--- config.mk ---
export PLATFORM = sky130hd
export DESIGN_NAME = cla_pipe_adder
export DESIGN_NICKNAME = d
export VERILOG_FILES = /design/src/rtl/cla_pkg.sv /design/src/rtl/cla_grp_gp.sv /design/src/rtl/cla_pipe_adder.sv
export SDC_FILE = /design/constraint.sdc
export NUM_CORES = 1
export LEC_CHECK = 0
export BUFFER_PORTS_ARGS = -buffer_cell sky130_fd_sc_hd__buf_4
export CORE_AREA = 2 2 91 49
export CTS_CLUSTER_DIAMETER = 80
export DETAILED_ROUTE_END_ITERATION = 10
export DIE_AREA = 0 0 93 51
export GPL_TIMING_DRIVEN = 0
export PLACE_DENSITY = 0.84
export SYNTH_ARGS = -nofsm -noshare
export SYNTH_HDL_FRONTEND = slang
export SYNTH_SLANG_ARGS = --single-unit
--- constraint.sdc ---
create_clock -name clk -period 1.6 [get_ports clk]
set_input_delay 0.24 -clock clk [delete_from_list [all_inputs] [get_ports clk]]
set_output_delay 0.24 -clock clk [all_outputs]
set_load 0.03 [all_outputs]
--- src/rtl/cla_pkg.sv ---
// Shared constants and types for the two-stage carry-lookahead adder.
// Stage-1 fields are sized for the widest supported operand; instances use the low bits.
package cla_pkg;

    localparam int unsigned GRP_SIZE  = 2;
    localparam int unsigned MAX_WIDTH = 64;
    localparam int unsigned MAX_NGRP  = MAX_WIDTH / GRP_SIZE;

    function automatic int unsigned cla_ngrp(input int unsigned width);
        return width / GRP_SIZE;
    endfunction

    typedef struct packed {
        logic [MAX_WIDTH-1:0] a;
        logic [MAX_WIDTH-1:0] b;
        logic                 cin;
        logic [MAX_NGRP-1:0]  grp_g;
        logic [MAX_NGRP-1:0]  grp_p;
    } s1_data_t;

endpackage

--- src/rtl/cla_grp_gp.sv ---
// Combinational 2-bit group generate/propagate cell.
module cla_grp_gp (
    input  logic [1:0] a,
    input  logic [1:0] b,
    output logic       g,
    output logic       p
);

    logic [1:0] bit_g;
    logic [1:0] bit_p;

    always_comb begin
        bit_g = a & b;
        bit_p = a ^ b;
        g     = bit_g[1] | (bit_p[1] & bit_g[0]);
        p     = bit_p[1] & bit_p[0];
    end

endmodule

--- src/rtl/cla_pipe_adder.sv ---
// Two-stage pipelined carry-lookahead adder with valid/ready on both sides.
// Stage 1 registers operands and group G/P; stage 2 resolves carries and registers the result.
module cla_pipe_adder
    import cla_pkg::*;
#(
    parameter int unsigned WIDTH = 8
) (
    input  logic             clk,
    input  logic             rst,
    input  logic             in_valid,
    output logic             in_ready,
    input  logic [WIDTH-1:0] in_a,
    input  logic [WIDTH-1:0] in_b,
    input  logic             in_cin,
    output logic             out_valid,
    input  logic             out_ready,
    output logic [WIDTH-1:0] out_sum,
    output logic             out_cout,
    output logic             out_g,
    output logic             out_p
);

    localparam int unsigned NGRP = cla_ngrp(WIDTH);

    // Group carries c[0..NGRP] from group G/P and a carry-in.
    function automatic logic [NGRP:0] grp_carries(input logic [NGRP-1:0] gg,
                                                  input logic [NGRP-1:0] gp,
                                                  input logic            c_in);
        logic [NGRP:0] c;
        c[0] = c_in;
        for (int k = 0; k < NGRP; k++) begin
            c[k+1] = gg[k] | (gp[k] & c[k]);
        end
        return c;
    endfunction

    s1_data_t        s1_q;
    s1_data_t        s1_d;
    logic            s1_valid;
    logic [NGRP-1:0] in_grp_g;
    logic [NGRP-1:0] in_grp_p;
    logic            accept;
    logic            adv;

    assign adv      = s1_valid & (~out_valid | out_ready);
    assign in_ready = ~s1_valid | adv;
    assign accept   = in_valid & in_ready;

    for (genvar k = 0; k < NGRP; k++) begin : g_grp
        cla_grp_gp u_grp_gp (
            .a (in_a[2*k+1:2*k]),
            .b (in_b[2*k+1:2*k]),
            .g (in_grp_g[k]),
            .p (in_grp_p[k])
        );
    end

    always_comb begin
        s1_d                  = '0;
        s1_d.a[WIDTH-1:0]     = in_a;
        s1_d.b[WIDTH-1:0]     = in_b;
        s1_d.cin              = in_cin;
        s1_d.grp_g[NGRP-1:0]  = in_grp_g;
        s1_d.grp_p[NGRP-1:0]  = in_grp_p;
    end

    // Stage 2 combinational carry resolution and sum.
    logic [WIDTH-1:0] s2_a;
    logic [WIDTH-1:0] s2_b;
    logic [NGRP-1:0]  s2_gg;
    logic [NGRP-1:0]  s2_gp;
    logic [WIDTH-1:0] bit_g;
    logic [WIDTH-1:0] bit_p;
    logic [WIDTH-1:0] bit_c;
    logic [NGRP:0]    c_cin;
    logic [NGRP:0]    c_zero;
    logic [WIDTH-1:0] sum_d;

    always_comb begin
        s2_a   = s1_q.a[WIDTH-1:0];
        s2_b   = s1_q.b[WIDTH-1:0];
        s2_gg  = s1_q.grp_g[NGRP-1:0];
        s2_gp  = s1_q.grp_p[NGRP-1:0];
        bit_g  = s2_a & s2_b;
        bit_p  = s2_a ^ s2_b;
        c_cin  = grp_carries(s2_gg, s2_gp, s1_q.cin);
        c_zero = grp_carries(s2_gg, s2_gp, 1'b0);
        bit_c  = '0;
        for (int k = 0; k < NGRP; k++) begin
            bit_c[2*k]   = c_cin[k];
            bit_c[2*k+1] = bit_g[2*k] | (bit_p[2*k] & c_cin[k]);
        end
        sum_d = bit_p ^ bit_c;
    end

    if (WIDTH < MAX_WIDTH) begin : g_hi
        logic unused_s1_hi;
        assign unused_s1_hi = ^{s1_q.a[MAX_WIDTH-1:WIDTH], s1_q.b[MAX_WIDTH-1:WIDTH],
                                s1_q.grp_g[MAX_NGRP-1:NGRP], s1_q.grp_p[MAX_NGRP-1:NGRP]};
    end

    always_ff @(posedge clk or posedge rst) begin
        if (rst) begin
            s1_valid <= 1'b0;
            s1_q     <= '0;
        end else if (accept) begin
            s1_valid <= 1'b1;
            s1_q     <= s1_d;
        end else if (adv) begin
            s1_valid <= 1'b0;
        end
    end

    // Output data only moves on adv, so it stays stable under backpressure.
    always_ff @(posedge clk or posedge rst) begin
        if (rst) begin
            out_valid <= 1'b0;
            out_sum   <= '0;
            out_cout  <= 1'b0;
            out_g     <= 1'b0;
            out_p     <= 1'b0;
        end else if (adv) begin
            out_valid <= 1'b1;
            out_sum   <= sum_d;
            out_cout  <= c_cin[NGRP];
            out_g     <= c_zero[NGRP];
            out_p     <= &s2_gp;
        end else if (out_ready) begin
            out_valid <= 1'b0;
        end
    end

endmodule
After elaboration in Yosys (flattened, before gate mapping). Index checks and enable logic that the tools add are counted.

Word-level logic and storage cells: 69. Input port bits: 21. Memory bits (writable): 0. Latch bits: 0. Memory bits (read-only): 0. Memories: 0. Output and inout port bits: 13. Register bits: 38.

Bitwise operators: 51. Reduce and logical (&&, ||, !) cells: 3. Add/subtract/negate cells: 0. Mux-type cells: 4. Order comparisons: 0. Equal/unequal tests: 0. Shift operators: 0. $mul: 0. Div/mod/pow operators: 0.

Operator list (count): 1-bit AND (21); 1-bit OR (17); 8-bit XOR (2); 2-bit AND (4); 2-bit XOR (4); 7-bit AND (1); 1-bit 2-to-1 mux (4); 4-bit AND reduction (1); 2-bit nonzero test (2); 1-bit inverter (2).

Depth between registers and ports, before layout.
Depth after elaboration: 9. Depth in mapped cells: 6. Mapped depth without buffers: 6.

Cells and area by module. A second synthesis with hierarchy kept.

Cells, all modules: 130. Area, all modules: 1948.1 um^2.

By module, submodules not included: cla_pipe_adder (times used 1, area each 1793.0 um^2, cells each 114); cla_grp_gp (times used 4, area each 38.8 um^2, cells each 4).

Worst setup path before layout. Ideal clock, no wire load.

Path type: reg2reg. Start point: reg s1_q[0] (netlist name). End point: reg out_sum[7]. Setup time: 125 ps. Data arrival time: 1653 ps. Required time: 1475 ps. Stages on the path, launching flop included: 7. Path slack: -178 ps. Path buffers: 0. Cell sequence: dfrtp_1 -> a211oi_1 -> o21bai_1 -> fa_1 -> xnor2_1 -> xnor2_1 -> mux2_2.

Cells in the longest elaborated chain, start to end: 9.

RTL lines: start, declared (RTL line cla_pipe_adder.sv:37) `s1_data_t s1_q;`; start signal, assigned (RTL line cla_pipe_adder.sv:105) `s1_q <= '0;`; start signal, assigned (RTL line cla_pipe_adder.sv:108) `s1_q <= s1_d;`; 1-bit AND (RTL line cla_pipe_adder.sv:32) `c[k+1] = gg[k] | (gp[k] & c[k]);`; 1-bit OR (RTL line cla_pipe_adder.sv:32); 1-bit AND (RTL line cla_pipe_adder.sv:32); 1-bit OR (RTL line cla_pipe_adder.sv:32); 1-bit AND (RTL line cla_pipe_adder.sv:32); 1-bit OR (RTL line cla_pipe_adder.sv:32); 1-bit AND (RTL line cla_pipe_adder.sv:91) `bit_c[2*k+1] = bit_g[2*k] | (bit_p[2*k] & c_cin[k]);`; 1-bit OR (RTL line cla_pipe_adder.sv:91); 8-bit XOR (RTL line cla_pipe_adder.sv:93) `sum_d = bit_p ^ bit_c;`; end signal, assigned (RTL line cla_pipe_adder.sv:124) `out_sum <= sum_d;`; end, declared (RTL line cla_pipe_adder.sv:17) `output logic [WIDTH-1:0] out_sum,`.

Every way passes these cells. A chain may end at the register's enable or synchronous reset.

Worst setup path after layout.
Start point: reg s1_q, in the netlist bit_c[0]. End point: reg out_sum[7].

Same word-level chain as after synthesis.

==> results.md <==
- Status: complete, but fails checks
- Failing checks: negative setup slack
- Port Buf Inserts: 33
- Synthesized area: 0.00191 mm2
- Fin crit period: 1830 ps
- Mux share of post-synthesis cell area: 18.4%
- Post-Synth XOR/XNOR Area: 3.66%
- Proportion of layout cells with a drive suffix above 1: 49.7%
- Routed WL: 3740 um
- Peak supply drop: 0.638 mV
- Most frequent cells after synthesis: dfrtp_1 (38), mux2_4 (16), a21oi_1 (10)
- Die width: 93 um
- Global Route Usage Sum: 18.7%
- Worst Tran Pin Value: 779 ps
- Setup tns final: -712 ps
- Ys async rst share: 100%
- Period utilisation layout: 114%
- Max-cap violations: 0
- Area Overhead vs Synth: 25.7%
- Via count: 1,213
- Final hold violations: 0
- Rel. slew slack: 48.0%
- #FFs+latches synth: 38
- Setup ws final: -230 ps
- TritonCTS clock tree: done
- DRC Markers: 0
- Largest family of logic cells by synthesized area: multiplexers
- Antenna Cells: 0
- Post-CTS Hold Buffers: 0
- Clock transition at the registers of the reported paths: 70 ps
- Antenna violations before repair: 0
- CTS Buffer Depth: 2
- Clk Tree Root Cell: clkbuf_8
- Synth warnings: 0
- Largest net degree at the start of global routing: 39
- Required @ worst endpoint: 1780 ps
- DP Wirelength: 2720 um
- DP Worst Slack: -205 ps
- Adder-cell share of the synthesized area: 9.41%
- Clock Latency Late Sink: 290 ps
- Vias per inst: 5.01
- Maximum clock frequency: 0.546 GHz
- Syn avg cell area: 13.9 um2
- Startpoint Class: register
- Die footprint: 0.00474 mm2
- Yosys cell types: 27
- Routed len/inst: 15.5 um
- Yosys top cell by area: dfrtp_1
- FF-to-FF path depth: 6
- I/O pin count: 34
- PD cells: 1290 mW/mm2
- Crit end category: register
- Number of flops mapped to enable cells by yosys: 0
- Synth Instances: 138
- Aggregate global routing overflow: 0
- Initial DRT Pass Iterations: 4
- Site Rows: 17
- Slew Limit Fails: 0
- Placeable Area: 0.00408 mm2
- Starting Density: 46.9%
- Most common cell in the netlist: dfrtp_1
- Gp weighted congestion: 0.792
- Sequential element share of the synthesized area: 49.7%
- Top cell type's share of synthesized area: 49.7%
- Nets: 218
- Cts bufs inserted: 5
- Syn Nets: 171
- Hold crit path type: input port to asynchronous set/reset pin
- Setup violators final: 6
- Prevailing post-synth register cell: dfrtp_1
- Complex-gate fraction of the synthesized area: 9.67%
- DR iter-0 viols: 74
- Clk sinks: 38
- Kind of critical path: register to register
- Global-route wire length before repair: 6400 um
- CP max FO: 3
- RSZ-0062 raised after global routing: yes
- Simple-Gate Fraction of Synth Area: 5.69%
- CP Data Arrival Time: 2010 ps
- Die Y: 51 um
- Clock skew: 4.39 ps
- Antenna Nets Post-Route: 0
- Number of global-route vias before repair: 1,253
- Synth top area cells: dfrtp_1 (50%), mux2_4 (13%), mux2_2 (5.3%), ha_1 (5.2%), fa_1 (4.2%)
- Leak Pwr: 1.13 nW
- H-tree Lvls: 2
[cell type report]
class	instances	area (um2)
plain buffers	5	43.8
multi-input cells	89	928
flip-flops and latches	38	952
clock buffers	7	76.3
inverters	5	18.8
repair buffers	41	315
fillers	357	1680
well taps	57	71.3
[metal layers]
metal / vias to the layer above / part of all wire (%) / track usage, %
met4: 0 / 1.9 / 7.35
li1: 585 / - / -
met2: 35 / 36 / 23.7
met3: 8 / 6.6 / 5.90
met5: - / 0 / 0
met1: 585 / 55 / 29.0
[power by group]
part,switching (W),leakage [nW],internal (W)
logic,0.000562,0.650,0.000585
registers,0.000159,0.446,0.00118
clock network,0.000319,0.0383,0.000300
total,0.00104,1.13,0.00206
[path summary, 6_finish.rpt]
kind | start | to | slack, ps
worst max-delay path | bit_c[0] | out_sum[7] | -230
worst min-delay path | rst | out_cout | 100
worst max register to register | bit_c[0] | out_sum[7] | -230
worst min register to register | s1_q[65] | s1_q[65] | 510
max in group asynchronous | rst | bit_c[0] | 970
min in group clk | in_cin | bit_c[0] | 180
[registers in the layout (all words and copies together) (netlist names)]
| register | flops |
|---|---|
| out_g | 1 |
| out_valid | 1 |
| c_zero | 1 |
| s1_valid | 1 |
| out_cout | 1 |
| out_sum | 8 |
| bit_c | 1 |
| out_p | 1 |
| s1_q | 23 |
[cells by family after synthesis]
family	after synthesis
AOI/OAI and AO/OA	28
xor gates and xnor gates	8
adders and majority gates	12
buffers and inverters	11
DFF	38
muxes	26
and+or+nand+nor	15
[repair_timing]
item                       CTS  global route
setup buffers               11             2
pin swaps                    3             2
setup endpoints to repair    6             7
resized for setup            2             7
[cells in the final DEF (no fill, tap or decap), types with 3 or more instances in the layout]
| master | count |
|---|---|
| dfrtp_1 | 37 |
| clkbuf_8 | 5 |
| buf_4 | 39 |
| mux2_4 | 17 |
| fa_2 | 4 |
| a21bo_2 | 4 |
| buf_6 | 5 |
| nand2b_1 | 3 |
| xnor2_1 | 7 |
| a31oi_1 | 5 |
| mux2_2 | 8 |
| a21oi_1 | 10 |
| inv_1 | 4 |
| nand4_1 | 5 |
| ha_1 | 8 |
[worst max-delay path, cell delays in order, from the launching register on]
cell      delay, ps
dfrtp_2         440
a211oi_2        290
o21bai_1        120
fa_2            350
xnor2_1         140
xnor2_1         120
mux2_2          260
[through the flow]
stage	cells	area [um2]	total power, W	util, %	hold WS (ps)
3_5_place_dp	228	2240	0.00243	54.9	444
2_1_floorplan	138	1920	0.00206	-	389
6_report	242	2410	0.00310	58.9	96.3
4_1_cts	245	2400	0.00312	58.8	123
3_3_place_gp	228	2240	0.00240	54.9	472
5_1_grt	242	2410	0.00330	58.9	167
(Power assumes the default switching activity.)
